File: src/rtl/cp0_unit_pkg.sv
// cp0_unit_pkg: shared constants for the CP0 register block.
//   - CP0 register numbers used by mtc0/mfc0
//   - ExcCode values that also latch BadVAddr
//   - Status / Cause bit positions
//   - stall vector width and bypass channel layout
package cp0_unit_pkg;

  // Pipeline stall vector: bit STALL_RD is the stage issuing the cp0 read,
  // bit STALL_NX is the stage after it.
  localparam int STALL_W  = 6;
  localparam int STALL_RD = 3;
  localparam int STALL_NX = 4;

  // One bypass channel on fwd_bus_i: {we, addr[4:0], data[31:0]}.
  localparam int FWD_W  = 38;
  localparam int FWD_WE = 37;

  localparam logic [4:0] REG_BADVADDR = 5'd8;
  localparam logic [4:0] REG_COUNT    = 5'd9;
  localparam logic [4:0] REG_COMPARE  = 5'd11;
  localparam logic [4:0] REG_STATUS   = 5'd12;
  localparam logic [4:0] REG_CAUSE    = 5'd13;
  localparam logic [4:0] REG_EPC      = 5'd14;
  localparam logic [4:0] REG_CONFIG   = 5'd16;

  localparam logic [4:0] EXC_ADEL = 5'd4;
  localparam logic [4:0] EXC_ADES = 5'd5;

  localparam int ST_IE  = 0;
  localparam int ST_EXL = 1;
  localparam int CA_BD  = 31;
  localparam int CA_TI  = 30;

  // Address-error exceptions are the only ones that report a faulting address.
  function automatic logic is_addr_exc(input logic [4:0] code);
    return (code == EXC_ADEL) || (code == EXC_ADES);
  endfunction

endpackage

File: src/rtl/cp0_fwd_buf.sv
// cp0_fwd_buf: bank of NUM_FWD mtc0 bypass buffers with priority match.
// Ports:
//   clk, rst      clock, synchronous active-high reset
//   stall_rd      stall of the stage issuing the cp0 read
//   stall_nx      stall of the following stage
//   fwd_bus       NUM_FWD channels of {we, addr[4:0], data[31:0]}
//   raddr         mfc0 register number
//   hit           some buffered write targets raddr
//   hit_data      data of the lowest-index (youngest) matching channel
module cp0_fwd_buf
  import cp0_unit_pkg::*;
#(
  parameter int NUM_FWD = 3
) (
  input  logic                     clk,
  input  logic                     rst,
  input  logic                     stall_rd,
  input  logic                     stall_nx,
  input  logic [FWD_W*NUM_FWD-1:0] fwd_bus,
  input  logic [4:0]               raddr,
  output logic                     hit,
  output logic [31:0]              hit_data
);

  logic [FWD_W-1:0]   buf_reg [NUM_FWD];
  logic [NUM_FWD-1:0] match;

  // The reading stage stalled while the next stage moves on means a bubble
  // is inserted: buffered writes no longer belong to the read and are dropped.
  always_ff @(posedge clk) begin
    for (int i = 0; i < NUM_FWD; i++) begin
      if (rst || (stall_rd && !stall_nx)) begin
        buf_reg[i] <= '0;
      end else if (!stall_rd) begin
        buf_reg[i] <= fwd_bus[i*FWD_W +: FWD_W];
      end
    end
  end

  genvar gi;
  generate
    for (gi = 0; gi < NUM_FWD; gi++) begin : g_match
      assign match[gi] = buf_reg[gi][FWD_WE] && (buf_reg[gi][36:32] == raddr);
    end
  endgenerate

  // Walk from oldest to youngest so the lowest matching index wins.
  always_comb begin
    hit      = 1'b0;
    hit_data = '0;
    for (int i = NUM_FWD - 1; i >= 0; i--) begin
      if (match[i]) begin
        hit      = 1'b1;
        hit_data = buf_reg[i][31:0];
      end
    end
  end

endmodule

File: src/rtl/cp0_unit.sv
// cp0_unit: CP0 register block (Count, Compare, Status, Cause, EPC,
// BadVAddr, Config) with exception/ERET commit, timer and interrupt request.
// Ports:
//   clk, rst                  clock, synchronous active-high reset
//   stall                     pipeline stall vector (bypass buffer control)
//   we_i/waddr_i/wdata_i      mtc0 commit
//   raddr_i/data_o            mfc0 read (data_o combinational, bypassed)
//   fwd_bus_i                 in-flight mtc0 writes, channel 0 youngest
//   hw_int_i                  hardware interrupt lines
//   exc_*_i, eret_i           exception / ERET commit from writeback
//   status_o/cause_o/epc_o    architectural register views
//   int_req_o, timer_int_o    interrupt request, Cause.TI
module cp0_unit
  import cp0_unit_pkg::*;
#(
  parameter int          NUM_FWD    = 3,
  parameter int          CNT_DIV    = 2,
  parameter int          HW_INT_W   = 6,
  parameter logic [31:0] STATUS_RST = 32'h1000_0000
) (
  input  logic                     clk,
  input  logic                     rst,
  input  logic [STALL_W-1:0]       stall,
  input  logic                     we_i,
  input  logic [4:0]               waddr_i,
  input  logic [31:0]              wdata_i,
  input  logic [4:0]               raddr_i,
  output logic [31:0]              data_o,
  input  logic [FWD_W*NUM_FWD-1:0] fwd_bus_i,
  input  logic [HW_INT_W-1:0]      hw_int_i,
  input  logic                     exc_valid_i,
  input  logic [4:0]               exc_code_i,
  input  logic [31:0]              exc_pc_i,
  input  logic [31:0]              exc_bad_vaddr_i,
  input  logic                     exc_in_ds_i,
  input  logic                     eret_i,
  output logic [31:0]              status_o,
  output logic [31:0]              cause_o,
  output logic [31:0]              epc_o,
  output logic                     int_req_o,
  output logic                     timer_int_o
);

  localparam logic [3:0] DIV_LAST = 4'(CNT_DIV - 1);

  logic [31:0] count_reg, count_next;
  logic [31:0] compare_reg, compare_next;
  logic [31:0] status_reg, status_next;
  logic [31:0] cause_reg, cause_next;
  logic [31:0] epc_reg, epc_next;
  logic [31:0] badvaddr_reg, badvaddr_next;
  logic [3:0]  div_reg, div_next;
  logic        ti_next;
  logic [5:0]  hw6;
  logic [31:0] rf_data;
  logic        hit;
  logic [31:0] hit_data;
  logic        unused_stall;

  assign unused_stall = ^{stall[STALL_W-1:STALL_NX+1], stall[STALL_RD-1:0]};

  // Map the hardware lines onto the six Cause.IP[7:2] slots.
  genvar gi;
  generate
    for (gi = 0; gi < 6; gi++) begin : g_hw
      if (gi < HW_INT_W) begin : g_on
        assign hw6[gi] = hw_int_i[gi];
      end else begin : g_off
        assign hw6[gi] = 1'b0;
      end
    end
  endgenerate

  // Next-state is built in priority order: mtc0 first, then ERET, then the
  // exception commit, so a later assignment overrides an earlier one.
  always_comb begin
    count_next    = count_reg;
    div_next      = div_reg + 4'd1;
    compare_next  = compare_reg;
    status_next   = status_reg;
    cause_next    = cause_reg;
    epc_next      = epc_reg;
    badvaddr_next = badvaddr_reg;
    ti_next       = cause_reg[CA_TI] ||
                    ((compare_reg != 32'd0) && (count_reg == compare_reg));

    if (div_reg == DIV_LAST) begin
      div_next   = '0;
      count_next = count_reg + 32'd1;
    end

    if (we_i) begin
      case (waddr_i)
        REG_COUNT: begin
          count_next = wdata_i;
          div_next   = '0;
        end
        REG_COMPARE: begin
          compare_next = wdata_i;
          ti_next      = 1'b0;
        end
        REG_STATUS: status_next = wdata_i;
        REG_CAUSE:  cause_next[9:8] = wdata_i[9:8];
        REG_EPC:    epc_next = wdata_i;
        default: ;
      endcase
    end

    // TI feeds IP7 in the same cycle so both rise together.
    cause_next[CA_TI]  = ti_next;
    cause_next[15:10]  = {hw6[5] | ti_next, hw6[4:0]};

    if (eret_i) begin
      status_next[ST_EXL] = 1'b0;
    end

    if (exc_valid_i) begin
      status_next[ST_EXL] = 1'b1;
      cause_next[6:2]     = exc_code_i;
      // A nested exception keeps the original return point.
      if (!status_reg[ST_EXL]) begin
        epc_next          = exc_in_ds_i ? (exc_pc_i - 32'd4) : exc_pc_i;
        cause_next[CA_BD] = exc_in_ds_i;
      end
      if (is_addr_exc(exc_code_i)) begin
        badvaddr_next = exc_bad_vaddr_i;
      end
    end
  end

  always_ff @(posedge clk) begin
    if (rst) begin
      count_reg    <= '0;
      compare_reg  <= '0;
      status_reg   <= STATUS_RST;
      cause_reg    <= '0;
      epc_reg      <= '0;
      badvaddr_reg <= '0;
      div_reg      <= '0;
    end else begin
      count_reg    <= count_next;
      compare_reg  <= compare_next;
      status_reg   <= status_next;
      cause_reg    <= cause_next;
      epc_reg      <= epc_next;
      badvaddr_reg <= badvaddr_next;
      div_reg      <= div_next;
    end
  end

  // Config has no writable fields and reads as zero.
  always_comb begin
    case (raddr_i)
      REG_BADVADDR: rf_data = badvaddr_reg;
      REG_COUNT:    rf_data = count_reg;
      REG_COMPARE:  rf_data = compare_reg;
      REG_STATUS:   rf_data = status_reg;
      REG_CAUSE:    rf_data = cause_reg;
      REG_EPC:      rf_data = epc_reg;
      REG_CONFIG:   rf_data = 32'd0;
      default:      rf_data = 32'd0;
    endcase
  end

  cp0_fwd_buf #(
    .NUM_FWD (NUM_FWD)
  ) u_fwd_buf (
    .clk      (clk),
    .rst      (rst),
    .stall_rd (stall[STALL_RD]),
    .stall_nx (stall[STALL_NX]),
    .fwd_bus  (fwd_bus_i),
    .raddr    (raddr_i),
    .hit      (hit),
    .hit_data (hit_data)
  );

  assign data_o      = hit ? hit_data : rf_data;
  assign status_o    = status_reg;
  assign cause_o     = cause_reg;
  assign epc_o       = epc_reg;
  assign timer_int_o = cause_reg[CA_TI];
  assign int_req_o   = status_reg[ST_IE] && !status_reg[ST_EXL] &&
                       |(cause_reg[15:8] & status_reg[15:8]);

endmodule

File: config.mk
export PLATFORM = sky130hd
export DESIGN_NAME = cp0_unit
export DESIGN_NICKNAME = d
export VERILOG_FILES = /design/src/rtl/cp0_unit_pkg.sv /design/src/rtl/cp0_fwd_buf.sv /design/src/rtl/cp0_unit.sv
export SDC_FILE = /design/constraint.sdc
export NUM_CORES = 1
export LEC_CHECK = 0
export ABC_AREA = 1
export CORE_MARGIN = 1.5
export CORE_UTILIZATION = 46
export CTS_CLUSTER_SIZE = 25
export DETAILED_ROUTE_END_ITERATION = 16
export PLACE_DENSITY = 0.8
export SLEW_MARGIN = 20
export SYNTH_ARGS = -nofsm -noshare
export SYNTH_HDL_FRONTEND = slang
export SYNTH_SLANG_ARGS = --single-unit
File: constraint.sdc
create_clock -name clk -period 3.8 [get_ports clk]
set_clock_uncertainty 0.2 [all_clocks]
set_input_delay 0.38 -clock clk [delete_from_list [all_inputs] [get_ports clk]]
set_output_delay 0.38 -clock clk [all_outputs]
set_load 0.05 [all_outputs]
==> impl_results.rst <==
.. list-table::
   :header-rows: 1

   * - Metric
     - Value
   * - Run status
     - finished, final reports clean
   * - Core occupancy in the finished layout
     - 62.4%
   * - Count of flip-flops with a built-in enable after synthesis
     - 114
   * - Area of the multi-input gates
     - 7160 sq um
   * - Top Ports
     - approximately 370
   * - Mapped cell area
     - 16100 sq um
   * - H-tree levels
     - 2
   * - RSZ-0062 raised after global routing
     - false
   * - Initial antenna violation count
     - 1
   * - Average footprint of a synthesized cell
     - 6.92 sq um
   * - Die X
     - 190 microns
   * - Vertical die dimension
     - around 190 microns
   * - YS warnings
     - 0
   * - Net count of the finished layout
     - just under 3000
   * - CP endpoint kind
     - output pin
   * - Hold bufs inserted after CTS
     - 0
   * - Number of cells upsized or downsized after cts
     - 0
   * - Dominant synthesized flop cell
     - sky130_fd_sc_hd__dfxtp_1
   * - Routed wirelength normalized by instance count
     - 20.6 microns
   * - Number of buffers added by the clock tree synthesis step
     - 34
   * - Flip-flop count of the largest register after layout
     - 114
   * - Fill cell total of the finished layout
     - roughly 3100
   * - Post-CTS clock slew at the launch and capture registers of the worst setup and hold paths
     - approximately 0.060 ns
   * - Leak
     - slightly below 10 nW
   * - Vias in the first global route
     - around 16000
   * - Residual antenna-violating net count after detailed routing
     - 0
   * - CP Class
     - in -> out
   * - Achievable frequency
     - 0.289 GHz
   * - Die Area
     - 36200 sq um
   * - Fraction of final layout cells with drive strength greater than 1
     - under 10%
   * - Cell at the slowest stage of the critical path
     - sky130_fd_sc_hd__clkdlybuf4s50_1
   * - Cell at the root of the clock tree
     - sky130_fd_sc_hd__clkbuf_16
   * - Slack of the critical path
     - 0.335 ns
   * - Top Family by Delay on Critical Path
     - buffers and inverters
   * - Worst setup timing slack at the placement stage
     - 0.418 ns
   * - DRC
     - 0
   * - Async set-reset flop share out of synthesis
     - 0%
   * - Vias
     - 17025
   * - Setup Fix Bufs, Post-CTS
     - 0
   * - Sequential element share of the synthesized area
     - 43.5%
   * - Effective utilization at floorplan
     - between 40% and 50%
   * - Startpoint type of the worst setup path
     - input pin
   * - Worst path max stage delay
     - about 0.62 ns
   * - Hold WS
     - 0.194 ns
   * - Port Buf Inserts
     - between 300 and 400
   * - Maximum root-to-sink buffer count
     - 3
   * - Class of the tightest hold or removal check
     - in -> reg
   * - Worst supply voltage drop on vdd
     - 300 uV
   * - Maximum number of pins on one net before global-route repair
     - 116
   * - Fin crit period
     - 3.47 ns
   * - Cells after synthesis
     - 2331
   * - Final cycle utilization of the critical path
     - between 90% and 100%
   * - Number of optimization iterations in the first detailed-route pass
     - 8
   * - Routed via count divided by cell count
     - roughly 5.4
   * - Placeable core area
     - between 30000 and 40000 sq um
   * - Number of cells traversed by the worst hold path
     - 3
   * - First-iteration detailed-routing DRC count
     - between 1500 and 2000
   * - Max-cap violation count
     - 0
   * - Cell count of the worst reg-to-reg path
     - 10
   * - Worst-Skew Late Latency
     - 0.53 ns
   * - Aggregate global-route resource usage
     - 35.1%
   * - Proportion of netlist area held by the largest area contributor
     - approximately 22%
   * - Number of placement rows
     - between 60 and 70
   * - Global route total overflow
     - 0
   * - Max Fanout on Critical Path
     - 17
   * - Number of failing hold endpoints at the final stage
     - 0
   * - Detail Placement HPWL
     - 49500 microns
   * - Least-Margin Pin Slew
     - 0.894 ns
   * - Most frequent cells in the layout
     - sky130_fd_sc_hd__nand2_1, sky130_fd_sc_hd__inv_1, sky130_fd_sc_hd__nor2_1
   * - Post-synth top area cell
     - sky130_fd_sc_hd__dfxtp_1
   * - Final Setup Violations
     - 0
   * - Total detailed-routing wirelength
     - 64400 microns
   * - Total Negative Setup Slacks
     - 0 ns
   * - Post-synthesis cell type count
     - 47
   * - Sum of buffers and inverters on the critical path
     - 3
   * - Leading cell type in the layout, fill and taps excluded
     - sky130_fd_sc_hd__nand2_1
   * - Critical-path cell list
     - clkdlybuf4s50_1 > xor2_1 > nor2_1 > nand3_2 > nand2_1 > nor2_2 > buf_4 > o21ai_1 > nand3_1 > buf_12
   * - Rel. slew slack
     - 40.3%
   * - GPL Wtd Cong
     - 1.02
   * - Count of antenna diodes in the layout
     - 0
   * - Data required time at the worst endpoint
     - 3.22 ns
   * - Number of clock sinks seen by CTS
     - 293
   * - Seq cells post-synth
     - 293
   * - Largest cells by area after synthesis
     - sky130_fd_sc_hd__dfxtp_1, sky130_fd_sc_hd__edfxtp_1, sky130_fd_sc_hd__nand2_1
   * - Power density over the cells
     - 387 nW/um^2
   * - CP Depth
     - 10
   * - Area overhead of the layout relative to synthesis
     - 33.6%
   * - TritonCTS clock tree
     - built
   * - Crit path DAT
     - 2.89 ns
   * - Wire length of the first global-routing pass
     - 95200 microns
   * - Final-report max-slew violation count
     - 0
   * - Area occupied by registers
     - 7010 sq um
## routing by layer
metal  GRT usage, %  share of wire, %  vias to the layer above
li1               -                 -                     7973
met1           44.9                39                     7818
met4           15.1               5.0                        2
met3           7.07                11                      170
met2           57.6                45                     1062
met5              0             0.014                        -
## report_power, final
part / total [mW] / leakage, nW / switching [mW] / internal (mW)
clock network: 3.51 / 0.575 / 1.38 / 2.13
registers: 3.56 / 2.72 / 0.119 / 3.44
logic: 1.27 / 6.37 / 0.764 / 0.505
total: 8.34 / 9.67 / 2.26 / 6.08
## through the flow
stage	instance area, sq um	std cells	total power, mW
final	21500	3129	8.34
after global routing	21500	3129	8.57
after CTS	21500	3129	8.34
after detailed placement	20300	3067	4.87
after global placement	20300	3067	4.85
after floorplan	16200	2347	4.25
## cell usage after synthesis (all sizes together), types with 2 or more instances
| library cell | count |
|---|---|
| a21boi | 13 |
| nand4 | 27 |
| o22a | 4 |
| clkbuf | 53 |
| nand3b | 5 |
| a211oi | 4 |
| nand3 | 156 |
| edfxtp | 114 |
| ha | 2 |
| nand2 | 505 |
| or2 | 32 |
| nor2 | 371 |
| xor2 | 14 |
| nor3b | 3 |
| nor4 | 2 |
| o21bai | 4 |
| xnor2 | 18 |
| buf | 70 |
| a21oi | 102 |
| nor3 | 29 |
| a221oi | 2 |
| o211ai | 16 |
| o22ai | 13 |
| inv | 381 |
| dfxtp | 179 |
| a22oi | 15 |
| o21ai | 194 |
## final timing paths
check,endpoint,slack [ns],from
min reg2reg,div_reg[0],0.28,div_reg[0]
min,cause_o[12],0.19,hw_int_i[2]
max reg2reg,count_reg[16],0.99,div_reg[3]
max,data_o[16],0.33,raddr_i[4]
## cell type report
class | count | area share [%]
flip-flops and latches | 293 | 32.5
multi-input cells | 1549 | 33.3
clock inverters | 19 | 1.28
repair buffers | 388 | 19.4
well taps | 455 | 2.64
inverters | 382 | 6.66
clock buffers | 43 | 4.25
## kinds of logic (layout without fill, tap and decap cells)
kind of cell	count (synthesis)	in the layout	synth area share (%)
other	1	17	0.0233
AOI/OAI and AO/OA	368	368	12.5
adders and majority gates	2	2	0.155
and+or+nand+nor	1130	1130	29.5
xor gates and xnor gates	32	32	1.74
buffers and inverters	505	832	12.7
DFF	293	293	43.5
## worst min-delay path, stage by stage
cell                              delay (ns)
sky130_fd_sc_hd__clkdlybuf4s50_1        0.40
sky130_fd_sc_hd__inv_1                  0.06
sky130_fd_sc_hd__nor2_1                 0.04
(Power assumes the default switching activity.)
